<file path="config.mk">
export PLATFORM = sky130hd
export DESIGN_NAME = adc_array_ctrl
export DESIGN_NICKNAME = d
export VERILOG_FILES = /design/src/rtl/adc_array_ctrl.sv
export SDC_FILE = /design/constraint.sdc
export NUM_CORES = 1
export LEC_CHECK = 0
export CELL_PAD_IN_SITES_DETAIL_PLACEMENT = 1
export CELL_PAD_IN_SITES_GLOBAL_PLACEMENT = 2
export CORE_ASPECT_RATIO = 1.4
export CORE_MARGIN = 2
export CORE_UTILIZATION = 26
export DETAILED_ROUTE_END_ITERATION = 10
export PLACE_DENSITY_LB_ADDON = 0.1
export RECOVER_POWER = 100
export SLEW_MARGIN = 10
export SYNTH_ARGS = -nofsm -noshare
export SYNTH_HDL_FRONTEND = slang
export SYNTH_SLANG_ARGS = --single-unit
export TNS_END_PERCENT = 1
</file>
<file path="constraint.sdc">
create_clock -name clk -period 3.6 [get_ports clk]
set_input_delay 0.54 -clock clk [delete_from_list [all_inputs] [get_ports clk]]
set_output_delay 0.54 -clock clk [all_outputs]
set_load 0.02 [all_outputs]
</file>
<file path="src/rtl/adc_array_ctrl.sv">
// adc_array_ctrl: sequences init/type/conf/conv operations across NCH Intan
// channel controllers behind one level-based host handshake. It also produces
// a running averaged chip temperature.
//
// Optional feature macro: ADC_TIMEOUT_EN
//   defined   - per-operation timeout counter, err_timeout/err_mask reporting
//   undefined - RUN waits indefinitely, err_timeout/err_mask tied to 0
//
// Ports:
//   clk, rst                 clock, async active-low reset
//   fs_init..fs_conv         host start levels (in)
//   fd_init..fd_conv         host done levels (out)
//   ch_en[NCH]               channel enable mask, snapshotted per operation
//   fsc_init..fsc_conv[NCH]  per-channel start levels (out)
//   fdc_init..fdc_conv[NCH]  per-channel done levels (in)
//   chan_temp[NCH*TW]        channel i temperature at [i*TW +: TW]
//   device_temp[TW]          averaged temperature
//   err_timeout, err_mask    last operation timed out / channels not finished
module adc_array_ctrl #(
  parameter int unsigned NCH  = 4,
  parameter int unsigned LNCH = 2,
  parameter int unsigned TW   = 16,
  parameter int unsigned TOUT = 1000000,
  parameter int unsigned CW   = 20
) (
  input  logic              clk,
  input  logic              rst,
  input  logic              fs_init,
  input  logic              fs_type,
  input  logic              fs_conf,
  input  logic              fs_conv,
  output logic              fd_init,
  output logic              fd_type,
  output logic              fd_conf,
  output logic              fd_conv,
  input  logic [NCH-1:0]    ch_en,
  output logic [NCH-1:0]    fsc_init,
  output logic [NCH-1:0]    fsc_type,
  output logic [NCH-1:0]    fsc_conf,
  output logic [NCH-1:0]    fsc_conv,
  input  logic [NCH-1:0]    fdc_init,
  input  logic [NCH-1:0]    fdc_type,
  input  logic [NCH-1:0]    fdc_conf,
  input  logic [NCH-1:0]    fdc_conv,
  input  logic [NCH*TW-1:0] chan_temp,
  output logic [TW-1:0]     device_temp,
  output logic              err_timeout,
  output logic [NCH-1:0]    err_mask
);

  localparam int unsigned AW = TW + LNCH;

  // Elaboration guard on the timeout parameters.
  if (TOUT < 2 || (64'(1) << CW) <= 64'(TOUT)) begin : g_bad_param
    $error("adc_array_ctrl: TOUT must be >= 2 and fit in CW bits");
  end

  typedef enum logic [1:0] {S_IDLE, S_RUN, S_DONE} state_t;

  state_t              state;
  logic [1:0]          op;
  logic [1:0]          op_sel;
  logic [NCH-1:0]      mask;
  logic [NCH-1:0]      done_seen;
  logic [NCH-1:0]      ds_next;
  logic                complete;
  logic                timeout;
  logic [3:0]          fs;
  logic [3:0]          fd;
  logic [3:0][NCH-1:0] fdc;
  logic [3:0][NCH-1:0] fsc;

  assign fs  = {fs_conv, fs_conf, fs_type, fs_init};
  assign fdc = {fdc_conv, fdc_conf, fdc_type, fdc_init};
  assign {fd_conv, fd_conf, fd_type, fd_init}     = fd;
  assign {fsc_conv, fsc_conf, fsc_type, fsc_init} = fsc;

  // Start priority init > type > conf > conv (last assignment wins).
  always_comb begin
    op_sel = 2'd3;
    if (fs[2]) op_sel = 2'd2;
    if (fs[1]) op_sel = 2'd1;
    if (fs[0]) op_sel = 2'd0;
  end

  // Completion includes the done bits arriving this cycle.
  assign ds_next  = done_seen | (fdc[op] & mask);
  assign complete = (ds_next == mask);

`ifdef ADC_TIMEOUT_EN
  logic [CW-1:0] cnt;

  assign timeout = (cnt == CW'(TOUT - 1));

  // Timeout counter and error report; cleared when a new operation starts.
  always_ff @(posedge clk or negedge rst) begin
    if (!rst) begin
      cnt         <= '0;
      err_timeout <= 1'b0;
      err_mask    <= '0;
    end else if (state == S_IDLE && |fs) begin
      cnt         <= '0;
      err_timeout <= 1'b0;
      err_mask    <= '0;
    end else if (state == S_RUN) begin
      cnt <= cnt + 1'b1;
      if (timeout && !complete) begin
        err_timeout <= 1'b1;
        err_mask    <= mask & ~ds_next;
      end
    end
  end
`else
  assign timeout     = 1'b0;
  assign err_timeout = 1'b0;
  assign err_mask    = '0;
`endif

  // Operation sequencer with registered start/done levels.
  always_ff @(posedge clk or negedge rst) begin
    if (!rst) begin
      state     <= S_IDLE;
      op        <= 2'd0;
      mask      <= '0;
      done_seen <= '0;
      fsc       <= '0;
      fd        <= '0;
    end else begin
      case (state)
        S_IDLE: begin
          if (|fs) begin
            op          <= op_sel;
            mask        <= ch_en;
            done_seen   <= '0;
            fsc[op_sel] <= ch_en;
            state       <= S_RUN;
          end
        end
        S_RUN: begin
          done_seen <= ds_next;
          if (complete || timeout) begin
            fsc     <= '0;
            fd[op]  <= 1'b1;
            state   <= S_DONE;
          end
        end
        S_DONE: begin
          if (!fs[op]) begin
            fd    <= '0;
            state <= S_IDLE;
          end
        end
        default: state <= S_IDLE;
      endcase
    end
  end

  // Round-robin temperature average; disabled channels contribute the
  // current average so the result holds when nothing is enabled.
  logic [LNCH-1:0] idx;
  logic [AW-1:0]   acc;
  logic [TW-1:0]   term;
  logic [AW-1:0]   sum;

  assign term = ch_en[idx] ? chan_temp[idx*TW +: TW] : device_temp;
  assign sum  = acc + AW'(term);

  always_ff @(posedge clk or negedge rst) begin
    if (!rst) begin
      idx         <= '0;
      acc         <= '0;
      device_temp <= '0;
    end else begin
      idx <= idx + 1'b1;
      if (idx == LNCH'(NCH - 1)) begin
        device_temp <= TW'(sum >> LNCH);
        acc         <= '0;
      end else begin
        acc <= sum;
      end
    end
  end

endmodule

</file>
# [Word level (Yosys, flattened, before mapping)]
# Cells that the tools add are included.
[totals] reg_bits=68 latchBits=0 mem_bits_rw=0 romBits=0 input_bits=90 out_inout_bits=41 wordCells=69 n_memories=0
[op_classes] add_sub_neg=2 multipliers=0 div_mod_pow=0 order_cmp=5 eq_ne=7 shift=1 mux=28 bitwise=3 reduce_logical=11
[op_table] op="$shiftx A64 B7 Y16" n=1
[op_table] op="$mux W16" n=3
[op_table] op="$pmux W16 S2" n=1
[op_table] op="$mux W4" n=5
[op_table] op="$add A18 B16 Y18" n=1
[op_table] op="$mux W18" n=1
[op_table] op="$bwmux W16" n=1
[op_table] op="$pmux W4 S2" n=2
[op_table] op="$mux W2" n=5
[op_table] op="$lt A2 B3 Y1 const B" n=3
[op_table] op="$reduce_and A3 Y1" n=3
[op_table] op="$bmux W4 S2" n=1
[op_table] op="$demux W4 S2" n=1
[op_table] op="$or A4 B4 Y4" n=2
[op_table] op="$ne A2 B2 Y1 const B" n=3
[op_table] op="$pmux W2 S3" n=1
[op_table] op="$and A4 B4 Y4" n=1
[op_table] op="$bmux W1 S2" n=2
[op_table] op="$eq A2 B2 Y1 const B" n=2
[op_table] op="$eq A4 B4 Y1" n=1
[op_table] op="$ge A2 B1 Y1 const B" n=2
[op_table] op="$mux W1" n=4
[op_table] op="$reduce_and A2 Y1" n=2
[op_table] op="$reduce_bool A2 Y1" n=2
[op_table] op="6 further kinds" n=7

# [Longest topological paths before layout]
[depth] word_depth=10 depth_mapped=12 mapped_depth_nobuf=9

# [Worst setup path after synthesis]
# OpenSTA, ideal clock, no wires.
[synth_timing] path_kind="register to register" start="register idx[0]" end="register acc[17]" setup_ns=0.125 arrival_ns=3.272 required_time_ns=3.475 slack_ns=0.203 path_stages_with_launch=13 path_buffers=4 synth_period_minus_slack_ns=3.397 path_cell_list="dfrtp_1 buf_2 mux4_2 buf_2 buf_2 mux2_2 ha_1 clkbuf_1 a211oi_1 o211ai_1 a21o_1 a21oi_1 mux2_2"
[synth_between] elab_chain_cells=5 elab_cells_between_ends=7 cone_classes="1 x add/sub; 1 x eq/ne; 1 x shift; 4 x mux"
[synth_lines] item="start: declaration" line="160" rtl="logic [LNCH-1:0] idx;"
[synth_lines] item="start signal: assignment" line="174" rtl="idx <= idx + 1'b1;"
[synth_lines] item="branches (longest 4 deep; another with $add A18 B16 Y18)"
[synth_lines] item="$mux W18 (*)" line="175" rtl="if (idx == LNCH'(NCH - 1)) begin"
[synth_lines] item="end signal: assignment" line="179" rtl="acc <= sum;"
[synth_lines] item="end: declaration" line="161" rtl="logic [AW-1:0] acc;"
# Mark *: on every way between the ends. The select of a mux whose other input is x is not followed.
# A chain may end at the register's enable or synchronous reset.

# [Worst setup path in the final report]
[layout_timing] start="input ch_en[3]" end="register acc[17]"
[layout_between] elab_chain_cells=5
[layout_lines] item="start: declaration" line="36" rtl="input logic [NCH-1:0] ch_en,"
[layout_lines] item="$bmux W1 S2" line="165" rtl="assign term = ch_en[idx] ? chan_temp[idx*TW +: TW] : device_temp;"
[layout_lines] item="$mux W1 (implied by the code)" line="165"
[layout_lines] item="$mux W16" line="165"
[layout_lines] item="$add A18 B16 Y18" line="166" rtl="assign sum = acc + AW'(term);"
[layout_lines] item="$mux W18" line="175"
# Every way passes these cells. The select of a mux whose other input is x is not followed.

==> impl_results.html <==
<table>
<tr><th>Metric</th><th>Value</th></tr>
<tr><th colspan="2">Synth</th></tr>
<tr><td>Fraction of synthesis flops using an asynchronous set or reset pin</td><td>1.00</td></tr>
<tr><td>EDFF count, synth</td><td>0</td></tr>
<tr><td>Most used DFF post-synth</td><td>dfrtp_1</td></tr>
<tr><td>Top cell type's share of synthesized area</td><td>0.406</td></tr>
<tr><td>Avg Inst Size Synth</td><td>10.0 sq um</td></tr>
<tr><td>Cell with the most instances after synthesis</td><td>nand2_1</td></tr>
<tr><td>YS warnings</td><td>0</td></tr>
<tr><td>Number of instances in the synthesized netlist</td><td>417</td></tr>
<tr><td>Cell types occupying the most area after synthesis</td><td>dfrtp_1 41%, mux4_2 12%, nand2_1 6.2%</td></tr>
<tr><td>Register bit count reported by yosys</td><td>68</td></tr>
<tr><td>Most used standard cells in the synthesized netlist</td><td>69 x nand2_1, 68 x dfrtp_1, 37 x o21ai_0</td></tr>
<tr><td>Seq/Total Area, Yosys</td><td>0.406</td></tr>
<tr><td>Library cell with the largest summed area after synthesis</td><td>dfrtp_1</td></tr>
<tr><td>Netlist area before placement</td><td>0.00419 sq mm</td></tr>
<tr><td>Number of distinct library cells after synthesis</td><td>52</td></tr>
<tr><th colspan="2">STA</th></tr>
<tr><td>Final period demand of the worst path</td><td>3490 ps</td></tr>
<tr><td>Final hold slack</td><td>499 ps</td></tr>
<tr><td>Headroom to the max-slew limit</td><td>-0.00273</td></tr>
<tr><td>Count of final setup violators</td><td>0</td></tr>
<tr><td>Number of max-slew violations in the final report</td><td>26</td></tr>
<tr><td>Maximum achievable frequency</td><td>287 MHz</td></tr>
<tr><td>Worst setup margin</td><td>113 ps</td></tr>
<tr><td>Count of final hold-check violations</td><td>0</td></tr>
<tr><td>Unrepaired setup endpoints after global routing</td><td>false</td></tr>
<tr><td>Worst Tran Pin Value</td><td>1500 ps</td></tr>
<tr><td>Clock Skews</td><td>7.88 ps</td></tr>
<tr><td>Part of the cycle the worst path needs</td><td>0.969</td></tr>
<tr><th colspan="2">Final layout</th></tr>
<tr><td>NumNets Final</td><td>693</td></tr>
<tr><td>Area Growth Syn to Fin</td><td>50.2%</td></tr>
<tr><td>Diodes inserted</td><td>0</td></tr>
<tr><td>Finished Core Util</td><td>0.402</td></tr>
<tr><td>Final standard cell count with taps included and fillers excluded</td><td>786</td></tr>
<tr><td>Fill cells</td><td>1787</td></tr>
<tr><td>Fraction of final layout cells sized beyond drive strength 1</td><td>0.178</td></tr>
<tr><th colspan="2">Floorplanning</th></tr>
<tr><td>Placement row count</td><td>54</td></tr>
<tr><td>Full die area</td><td>0.0172 sq mm</td></tr>
<tr><td>Number of placed I/O pins</td><td>131</td></tr>
<tr><td>DIE HEIGHT</td><td>154 um</td></tr>
<tr><td>Core box area</td><td>0.0157 sq mm</td></tr>
<tr><td>Floorplan die width</td><td>111 um</td></tr>
<tr><td>Initial Utilization</td><td>0.267</td></tr>
<tr><th colspan="2">Power</th></tr>
<tr><td>Cell internal pwr</td><td>2.93 mW</td></tr>
<tr><td>Power spent charging and discharging nets</td><td>1.98 mW</td></tr>
<tr><td>Share of total power in the clock network</td><td>0.200</td></tr>
<tr><td>Register share of total power</td><td>0.262</td></tr>
<tr><td>Part of the total power dissipated in combinational logic</td><td>0.538</td></tr>
<tr><td>Switching power share of the total</td><td>0.403</td></tr>
<tr><td>Peak supply drop</td><td>0.299 mV</td></tr>
<tr><td>Pwr/cell area</td><td>779 mW/mm^2</td></tr>
<tr><td>Static Leakage</td><td>2.69 nW</td></tr>
<tr><th colspan="2">Status</th></tr>
<tr><td>Run status</td><td>complete, but fails checks</td></tr>
<tr><td>Violations in the final reports</td><td>capacitance limit, slew limit</td></tr>
<tr><th colspan="2">Detailed routing</th></tr>
<tr><td>Mean routed wirelength per cell</td><td>18.2 um</td></tr>
<tr><td>Antenna-violating nets left</td><td>0</td></tr>
<tr><td>Number of DRC markers after the initial detailed-route iteration</td><td>79</td></tr>
<tr><td>Sum of routed wire length over all layers</td><td>14.3 mm</td></tr>
<tr><td>Detailed-route vias per instance</td><td>4.95</td></tr>
<tr><td>Number of vias after detailed routing</td><td>3888</td></tr>
<tr><td>Router iterations before antenna repair</td><td>4</td></tr>
<tr><td>Drc violations</td><td>0</td></tr>
<tr><th colspan="2">Clock tree</th></tr>
<tr><td>CTS H-tree lvls</td><td>3</td></tr>
<tr><td>CTS tree</td><td>built</td></tr>
<tr><td>Count of hold-fix buffers inserted at cts</td><td>0</td></tr>
<tr><td>Clock latency reported for the late side of the worst-skew pair</td><td>340 ps</td></tr>
<tr><td>Cts bufs inserted</td><td>9</td></tr>
<tr><td>TritonCTS Sinks</td><td>68</td></tr>
<tr><td>Clock transition time at the flip-flop clock pins of the worst setup and hold paths</td><td>60 ps</td></tr>
<tr><td>Root buffer cell</td><td>clkbuf_16</td></tr>
<tr><td>Maximum number of buffers from clock root to sink</td><td>2</td></tr>
<tr><th colspan="2">Placement</th></tr>
<tr><td>Placement Setup Slack</td><td>-295 ps</td></tr>
<tr><td>Placer's final routability congestion estimate</td><td>0.787</td></tr>
<tr><td>Placed cells</td><td>770</td></tr>
<tr><td>Total half-perimeter wirelength after legalization and detailed placement</td><td>11.4 mm</td></tr>
<tr><td>Buffers on Ports</td><td>125</td></tr>
<tr><th colspan="2">Global routing</th></tr>
<tr><td>Number of global-route vias before repair</td><td>4414</td></tr>
<tr><td>Number of antenna violations at the first check in global routing</td><td>0</td></tr>
<tr><td>Total congestion overflow after global routing</td><td>0</td></tr>
<tr><td>Maximum number of pins on one net before global-route repair</td><td>31</td></tr>
<tr><td>Overall fraction of global-route tracks in use</td><td>0.172</td></tr>
<tr><td>First-pass GRT wire length</td><td>23.3 mm</td></tr>
<tr><th colspan="2">Worst hold path</th></tr>
<tr><td>Worst Hold Class</td><td>register to register</td></tr>
<tr><th colspan="2">Setup path</th></tr>
<tr><td>Arrival @ worst endpoint</td><td>3710 ps</td></tr>
<tr><td>CP max FO</td><td>10</td></tr>
<tr><td>Category of the worst setup path launch point</td><td>input pin</td></tr>
<tr><td>Req. time, crit path</td><td>3820 ps</td></tr>
<tr><td>Type of element capturing the critical path</td><td>register</td></tr>
<tr><td>Path type of the worst setup path</td><td>input pin to register</td></tr>
<tr><th colspan="2">Flow run</th></tr>
<tr><td>Max Cap Violations</td><td>1</td></tr>
</table>
[power by group through the flow]
stage	clock, mW	combinational (mW)	sequential (mW)
2_1_floorplan	0	1.35	1.42
3_3_place_gp	0	2.69	1.31
3_5_place_dp	0	2.75	1.31
4_1_cts	1.01	2.76	1.30
5_1_grt	1.04	2.93	1.33
6_report	0.983	2.64	1.28
[path summary, 6_finish.rpt]
path	start	to	slack (ps)	depth (start not counted)
max in group asynchronous	rst	acc[4]$_DFF_PN0_	1100	2
hold / removal	fd[1]$_DFFE_PN0P_	fd[1]$_DFFE_PN0P_	500	1
setup reg to reg	idx[0]$_DFF_PN0_	acc[17]$_DFF_PN0_	260	11
min in group asynchronous	rst	device_temp[11]$_DFFE_PN0P_	560	1
hold reg to reg	fd[1]$_DFFE_PN0P_	fd[1]$_DFFE_PN0P_	500	1
setup / recovery	ch_en[3]	acc[17]$_DFF_PN0_	110	12
[logic make-up after synthesis]
group | count (synthesis) | synth area share
simple gates | 141 | 0.157
compound gates | 101 | 0.149
flops | 68 | 0.406
mux | 39 | 0.164
buf+inv | 38 | 0.0439
fa+ha+maj | 18 | 0.0555
xor+xnor | 11 | 0.0230
other cells | 1 | 0.000895
[metal layers]
layer  track usage  vias to the layer above  routed length [um]
li1              -                     1849                   -
met1         0.181                     1946                5290
met3        0.0317                       10                 554
met5             0                        -                   0
met4        0.0494                        0                 165
met2         0.343                       83                8270
[cells in the final DEF, fill, tap and decap left out, types with 6 or more instances in the layout]
master	netlist	final
a21oi_1	20	20
buf_4	5	43
clkbuf_1	12	7
clkbuf_16	0	9
clkdlybuf4s50_1	0	87
dfrtp_1	68	68
dlygate4sd3_1	0	37
ha_1	17	17
inv_1	13	13
mux2_2	17	16
mux4_2	22	22
nand2_1	69	69
nand2b_1	6	6
nor2_1	22	22
nor3_1	8	8
nor4_1	6	6
o211ai_1	6	6
o21ai_0	37	37
xor2_1	8	8
[area by class of cell]
cell class	instances	area (sq um)	area share
Timing Repair Buffer	178	1640	0.261
Inverter	13	48.8	0.00775
Multi-Input combinational cell	315	2330	0.370
Sequential cell	68	1700	0.270
Clock inverter	5	85.1	0.0135
Clock buffer	11	243	0.0386
Tap cell	196	245	0.0390
[worst max-delay path: stages]
cell and delay (ps):
clkdlybuf4s50_1 420, mux4_2 610, buf_8 210, mux2_2 280, ha_1 300, a211oi_2 250, buf_4 160, o211ai_1 140
nor3b_1 170, buf_4 140, a21oi_1 140, mux2_2 340
[state kept, by name (all words and copies together) (netlist names)]
register     cells
idx              2
state            2
fsc_init         4
device_temp     16
op               2
fsc_type         4
mask             4
acc             18
fsc_conf         4
fd               4
fsc_conv         4
done_seen        4
[metrics by stage]
step / power (mW) / area (sq um) / TNS [ps]
6_report: 4.90 / 6290 / 0
5_1_grt: 5.30 / 6290 / 0
4_1_cts: 5.07 / 6310 / 0
3_5_place_dp: 4.06 / 5980 / -2030
3_3_place_gp: 4.00 / 5980 / -1000
2_1_floorplan: 2.77 / 4210 / 0
[what timing repair did]
action | 4_1_cts | 5_1_grt
endpoints found under the setup margin | 0 | 5
resized for setup | 0 | 2
setup buffers | 0 | 0
Power figures use the tool's default switching activity.
